**src/rtl/regfile_wb_arbiter.sv**
```systemverilog
// Write-port arbiter for the register file with a long-latency busy scoreboard.
// Optional starvation guard for the pipeline writeback: define REGARB_FAIR_EN.
module regfile_wb_arbiter #(
    parameter int unsigned N        = 32,
    parameter int unsigned size     = 32,
    parameter int unsigned MAX_WAIT = 4,
    localparam int unsigned AW      = $clog2(N)
) (
    input  logic            clk,
    input  logic            rst,
    input  logic            stall,
    input  logic            a_valid,
    input  logic [AW-1:0]   a_rd,
    input  logic [size-1:0] a_data,
    output logic            a_ready,
    input  logic            b_valid,
    input  logic [AW-1:0]   b_rd,
    input  logic [size-1:0] b_data,
    output logic            b_ready,
    input  logic            iss_valid,
    input  logic [AW-1:0]   iss_rd,
    output logic            iss_ready,
    input  logic [AW-1:0]   rs1_q,
    input  logic [AW-1:0]   rs2_q,
    input  logic [AW-1:0]   rd_q,
    output logic            hazard,
    output logic            rf_we,
    output logic [AW-1:0]   rf_waddr,
    output logic [size-1:0] rf_wdata
);

    if (MAX_WAIT == 0) begin : g_bad_cfg
        $error("regfile_wb_arbiter: MAX_WAIT must be at least 1");
    end

    logic            rf_we_q, rf_we_d;
    logic [AW-1:0]   rf_waddr_q, rf_waddr_d;
    logic [size-1:0] rf_wdata_q, rf_wdata_d;
    logic [N-1:0]    busy_q, busy_d;
    logic            force_a;
    logic            grant_a, grant_b;

`ifdef REGARB_FAIR_EN
    localparam int unsigned CW = $clog2(MAX_WAIT + 1);
    logic [CW-1:0] wait_cnt_q, wait_cnt_d;

    // A has waited long enough: it takes the port over a competing B
    assign force_a = (wait_cnt_q == CW'(MAX_WAIT)) && a_valid && b_valid;

    always_comb begin
        wait_cnt_d = wait_cnt_q;
        if (!stall) begin
            if (!a_valid || grant_a) begin
                wait_cnt_d = '0;
            end else if (wait_cnt_q != CW'(MAX_WAIT)) begin
                wait_cnt_d = wait_cnt_q + CW'(1);
            end
        end
    end

    always_ff @(posedge clk or posedge rst) begin
        if (rst) begin
            wait_cnt_q <= '0;
        end else begin
            wait_cnt_q <= wait_cnt_d;
        end
    end
`else
    assign force_a = 1'b0;
`endif

    // B has fixed priority unless the starvation guard fires
    assign grant_b = !stall && b_valid && !force_a;
    assign grant_a = !stall && a_valid && (!b_valid || force_a);

    assign a_ready   = grant_a;
    assign b_ready   = grant_b;
    assign iss_ready = !stall && ((iss_rd == '0) || !busy_q[iss_rd]);

    // No bypass: a B write clearing a register this cycle still reports busy
    assign hazard = ((rs1_q != '0) && busy_q[rs1_q])
                  | ((rs2_q != '0) && busy_q[rs2_q])
                  | ((rd_q  != '0) && busy_q[rd_q]);

    always_comb begin
        rf_we_d    = 1'b0;
        rf_waddr_d = rf_waddr_q;
        rf_wdata_d = rf_wdata_q;
        busy_d     = busy_q;
        if (grant_b) begin
            rf_we_d        = (b_rd != '0);
            rf_waddr_d     = b_rd;
            rf_wdata_d     = b_data;
            busy_d[b_rd]   = 1'b0;
        end else if (grant_a) begin
            rf_we_d    = (a_rd != '0);
            rf_waddr_d = a_rd;
            rf_wdata_d = a_data;
        end
        if (iss_valid && iss_ready && (iss_rd != '0)) begin
            busy_d[iss_rd] = 1'b1;
        end
        busy_d[0] = 1'b0;
    end

    always_ff @(posedge clk or posedge rst) begin
        if (rst) begin
            rf_we_q    <= 1'b0;
            rf_waddr_q <= '0;
            rf_wdata_q <= '0;
            busy_q     <= '0;
        end else begin
            rf_we_q    <= rf_we_d;
            rf_waddr_q <= rf_waddr_d;
            rf_wdata_q <= rf_wdata_d;
            busy_q     <= busy_d;
        end
    end

    assign rf_we    = rf_we_q;
    assign rf_waddr = rf_waddr_q;
    assign rf_wdata = rf_wdata_q;

endmodule

```
**config.mk**
```make
export PLATFORM = sky130hd
export DESIGN_NAME = regfile_wb_arbiter
export DESIGN_NICKNAME = d
export VERILOG_FILES = /design/src/rtl/regfile_wb_arbiter.sv
export SDC_FILE = /design/constraint.sdc
export NUM_CORES = 1
export LEC_CHECK = 0
export BUFFER_PORTS_ARGS = -buffer_cell sky130_fd_sc_hd__buf_2
export CORE_UTILIZATION = 35
export CTS_CLUSTER_DIAMETER = 50
export CTS_CLUSTER_SIZE = 16
export DETAILED_ROUTE_END_ITERATION = 8
export GPL_ROUTABILITY_DRIVEN = 1
export PLACE_DENSITY_LB_ADDON = 0.05
export SLEW_MARGIN = 0
export SYNTH_ARGS = -nofsm -noshare
export SYNTH_HDL_FRONTEND = slang
export SYNTH_SLANG_ARGS = --single-unit
```
**constraint.sdc**
```tcl
create_clock -name clk -period 2 [get_ports clk]
set_input_delay 0.1 -clock clk [delete_from_list [all_inputs] [get_ports clk]]
set_output_delay 0.1 -clock clk [all_outputs]
set_load 0.01 [all_outputs]
```
* Yosys cells after proc, flatten, opt, wreduce, memory -nomap -nowiden
Cells that the tools add are included.
** Word-level totals
- Register bits :: 69
- Input bits :: 100
- Word-level logic and storage cells :: 59
- Output and inout bits :: 42
** Operators by class
- Multiplexer cells :: 20
- Magnitude comparators :: 7
- Reductions and logical operators :: 23
- Bitwise logic cells :: 5
** Operators by type and width (number)
- $mux W32 :: 4
- $and A32 B32 Y32 :: 1
- $not A32 Y32 :: 1
- $or A32 B32 Y32 :: 1
- $lt A5 B6 Y1 const B :: 5
- $reduce_bool A5 Y1 :: 6
- $bmux W1 S5 :: 4
- $logic_and A1 B1 Y1 :: 11
- $demux W1 S5 :: 2
- $ge A5 B1 Y1 const B :: 2
- $mux W5 :: 2
- $mux W1 :: 8
- $logic_not A5 Y1 :: 1
- $logic_not A1 Y1 :: 3
- $or A1 B1 Y1 :: 2
- $reduce_bool A2 Y1 :: 1
- $logic_or A1 B1 Y1 :: 1

* Longest topological paths before layout
- Word-level depth :: 9
- Gate-level depth with buffers :: 7

* Worst setup path before layout
No wires, ideal clock.
- Path kind :: register to register
- From :: register busy_q[15]
- To :: register busy_q[19]
- Data arrival time :: 2046 ps
- Setup slack :: -125 ps
- Data required time :: 1921 ps
- Stages on the path, launching flop included :: 7
- Library setup time :: 79 ps
- Buffers on the path :: 1
- Cell sequence :: dfrtp_1 mux4_2 mux2_2 a21o_1 buf_6 or4_4 o21ai_1
** On the way
- Longest elaborated chain between the ends :: 8
** Ends and longest elaborated chain
- start: declaration :: line 39 : logic [N-1:0] busy_q, busy_d;
- start signal: assignment :: line 116 : busy_q <= busy_d;
- $bmux W1 S5 :: line 78 : assign iss_ready = !stall && ((iss_rd == '0) || !busy_q[iss_rd]);
- $mux W1 (implied by the code) :: line 78
- $logic_not A1 Y1 :: line 78
- $logic_or A1 B1 Y1 :: line 78
- $logic_and A1 B1 Y1 :: line 78
- $logic_and A1 B1 Y1 (2 in series) :: line 100 : if (iss_valid && iss_ready && (iss_rd != '0)) begin
- $mux W32 :: line 100
- net busy_d[19] :: line 39
The timed path passes the listed nets, and every way through them passes these cells. The select of a mux whose other input is x is not followed.
A chain may end at the register's enable or synchronous reset.

* Final worst setup path
- From :: register busy_q[15]
- To :: output port hazard
** On the way
- Longest elaborated chain between the ends :: 5
** Ends and longest elaborated chain
- $bmux W1 S5, on equally long branches :: line 81, 82
- $mux W1, on equally long branches :: line 81, 82
- $logic_and A1 B1 Y1, on equally long branches :: line 81, 82
- $or A1 B1 Y1 :: line 82 : | ((rs2_q != '0) && busy_q[rs2_q])
- $or A1 B1 Y1 * :: line 83 : | ((rd_q != '0) && busy_q[rd_q]);
- end: declaration :: line 26 : output logic hazard,
Mark *: on every way between the ends. The rest lies on a longest branch, timed or not. The select of a mux whose other input is x is not followed.

==> flow_metrics.py <==
metrics = {
    "power_and_ir_drop": {
        "p_leak_nw": 2.54,
        "power_density_nw_per_um2": 772,
        "ir_drop_mv": 0.401,
        "p_comb_share_pct": 27.3,
        "sequentialPowerShare_pct": 40.6,
        "switching_share_pct": 29.8,
        "p_int_mw": 3.15,
        "clkPwrFrac_pct": 32.0,
        "p_switching_mw": 1.34,
    },
    "sta": {
        "rsz0062_at_grt": "true",
        "worst-slew-pin-transition_ns": 0.635,
        "hold_viol": 0,
        "tns_ns": -0.350,
        "max_slew_margin_pct": 57.6,
        "period_share_pct": 107,
        "finalSetupViolations": 7,
        "timing.final.ws_setup_ns": -0.139,
        "fin_crit_ns": 2.14,
        "drv_slew": 0,
        "max_freq_mhz": 468,
        "fin_skew_ns": 0.00214,
    },
    "clock_tree": {
        "h-tree-depth": 3,
        "cts.root.buffer_cell": "clkbuf_16",
        "clockBufferDepth": 2,
        "tritoncts": "done",
        "clk-insertion-delay-late_ns": 0.33,
        "clock_sinks": 69,
        "cts_made_buffers": 9,
        "clk_pin_slew_ns": 0.05,
    },
    "cells_and_area": {
        "diodes": 0,
        "fin_area_um2": 5820,
        "syn_to_final_growth_pct": 38.9,
        "stdcell_count": 736,
        "fin_nets": 690,
        "multi_input_area_um2": 2410,
        "n_fill_cell": 1080,
        "utilization_pct": 50.3,
        "final-seq-area_um2": 1730,
        "drive_gt1_share_pct": 38.1,
    },
    "job": {
        "drv_cap": 0,
    },
    "drt": {
        "ant_nets": 0,
        "route.vias.total": 4024,
        "dr.pass1.iters": 7,
        "drc_errors": 5,
        "wl_per_cell_um": 18.0,
        "postRouteWirelength_um": 13300,
        "vias_per_cell": 5.47,
        "drt_iter0_markers": 221,
    },
    "grt": {
        "grt_pass1_vias": 4145,
        "grt_usage_pct": 22.0,
        "grt_max_degree": 49,
        "grt_pass1_wl_um": 21400,
        "antenna_found_initial": 0,
        "grt-ovfl-total": 0,
    },
    "worst_setup_path": {
        "reg2reg_slack_ns": -0.03,
        "crit_arrival_ns": 2.04,
        "cp_max_fo": 4,
        "worstSetupStartpointType": "flip-flop",
        "worstPathRequired_ns": 1.90,
        "worstSetupPathType": "reg2out",
        "end_kind": "output port",
    },
    "synthesis": {
        "syn_area_um2": 4190,
        "syn_area_per_cell_um2": 10.1,
        "synth-edff-count": 0,
        "yosysTopAreaCellShare_pct": 41.2,
        "synth-async-reset-ratio_pct": 100,
        "syn_inst": 414,
        "synth_common_cells": "o21ai_0, dfrtp_1, mux2i_1",
        "ys.flop_type": "dfrtp_1",
        "ys_top_cells_by_area": "dfrtp_1, mux2i_1, mux4_2",
        "synthesis.nets": 514,
        "yosysTopAreaCell": "dfrtp_1",
        "ys_seq_area_share_pct": 41.2,
        "synth_cell_type_count": 43,
        "yosys_warnings": 0,
        "yosysMostFrequentCell": "o21ai_0",
        "ys_seq_elements": 69,
    },
    "placement": {
        "dp.cells": 689,
        "pre_cts_ws_ns": -0.00567,
        "placed_cell_area_um2": 5150,
        "dp_hpwl_um": 9750,
        "numPortBuffers": 141,
        "place.gp.congestion": 0.855,
    },
    "status": {
        "outcome": "finished, violations left",
        "violations": "design-rule violations, negative setup slack",
    },
    "floorplanning": {
        "start_util_pct": 36.3,
        "num_rows": 39,
        "die_h_um": 111,
        "num_io_pins": 142,
        "core_um2": 11600,
        "die_w_um": 111,
        "dieArea_um2": 12400,
    },
    "hold_path": {
        "hp-class": "in2reg",
    },
}
## power groups by stage
stage,Clock (mW),Sequential [mW],Combinational (mW)
after floorplan,0,1.84,0.640
after global placement,0,1.84,1.14
after detailed placement,0,1.83,1.16
after CTS,1.47,1.82,1.22
after global routing,1.52,1.86,1.35
final,1.44,1.83,1.23
## critical path, cell delays in order, from the launching register on
cell      delay, ns
dfrtp_1        0.37
buf_4          0.15
mux4_2         0.47
a22oi_2        0.18
o41ai_2        0.10
a211oi_1       0.18
nand4_1        0.10
buf_2          0.15
## cells by family after synthesis
logic type | synth area share, %
buf+inv | 3.40
compound gates | 17.0
simple gates | 13.8
flops | 41.2
mux | 24.6
## layer usage
layer | wire, µm | global-route usage, % | up-vias | share of wire (%)
met5 | 0 | 0 | - | 0
met4 | 350 | 9.28 | 0 | 2.6
met3 | 847 | 4.63 | 25 | 6.4
met2 | 6370 | 37.3 | 149 | 48
met1 | 5690 | 27.3 | 1933 | 43
li1 | - | - | 1917 | -
## path summary, 6_finish.rpt
path	startpoint	endpoint	cells after the start
hold reg to reg	rf_waddr[0]	rf_waddr[0]	2
max in group asynchronous	rst	rf_waddr[4]	4
setup reg to reg	busy_q[7]	busy_q[16]	5
setup / recovery	busy_q[15]	hazard	7
hold / removal	b_data[30]	rf_wdata[30]	3
min in group asynchronous	rst	busy_q[19]	3
## layout by cell type, fill, tap and decap left out, types with 3 or more instances in the layout
master         instances
nand3_2                3
mux2i_1               48
buf_4                 19
inv_1                  3
a221oi_1               3
a22oi_1                3
nand3b_1              11
o31ai_1               11
nand2b_1               4
dlygate4sd3_1         32
dfrtp_1               69
o21ai_2                7
nor2b_1                8
nand3_1               10
o21ai_1               14
mux2_2                 6
a2111oi_0              3
o21ai_0               70
clkbuf_16              9
mux4_2                21
buf_2                141
nor2_1                 9
nand2_1               46
nor3b_1                3
## flip-flops by register name, summed over array words and instances, names as in the netlist
| register | cells |
|---|---|
| busy_q | 31 |
| rf_waddr | 5 |
| rf_wdata | 32 |
| rf_we | 1 |
## metrics by stage
step	power (mW)	hold slack, ns
2_1_floorplan	2.48	0.217
3_3_place_gp	2.98	0.219
3_5_place_dp	2.99	0.232
4_1_cts	4.50	0.00492
5_1_grt	4.73	0.0214
6_report	4.49	0.00654
## repair_timing
| action | in CTS | in global routing |
|---|---|---|
| setup buffers | 1 | 0 |
| pin swaps | 4 | 5 |
| endpoints found under the setup margin | 10 | 21 |
| hold endpoints to repair | 56 | 0 |
| gates resized for setup | 6 | 12 |
| hold buffers | 32 | 0 |
## cell type report
type	instances	area share (%)
clock buffer	12	4.41
clock inverter	2	0.172
inverter	4	0.258
multi-input combinational	311	41.5
sequential	69	29.7
tap	143	3.07
timing repair buffer	195	21.0
(Power assumes the default switching activity.)
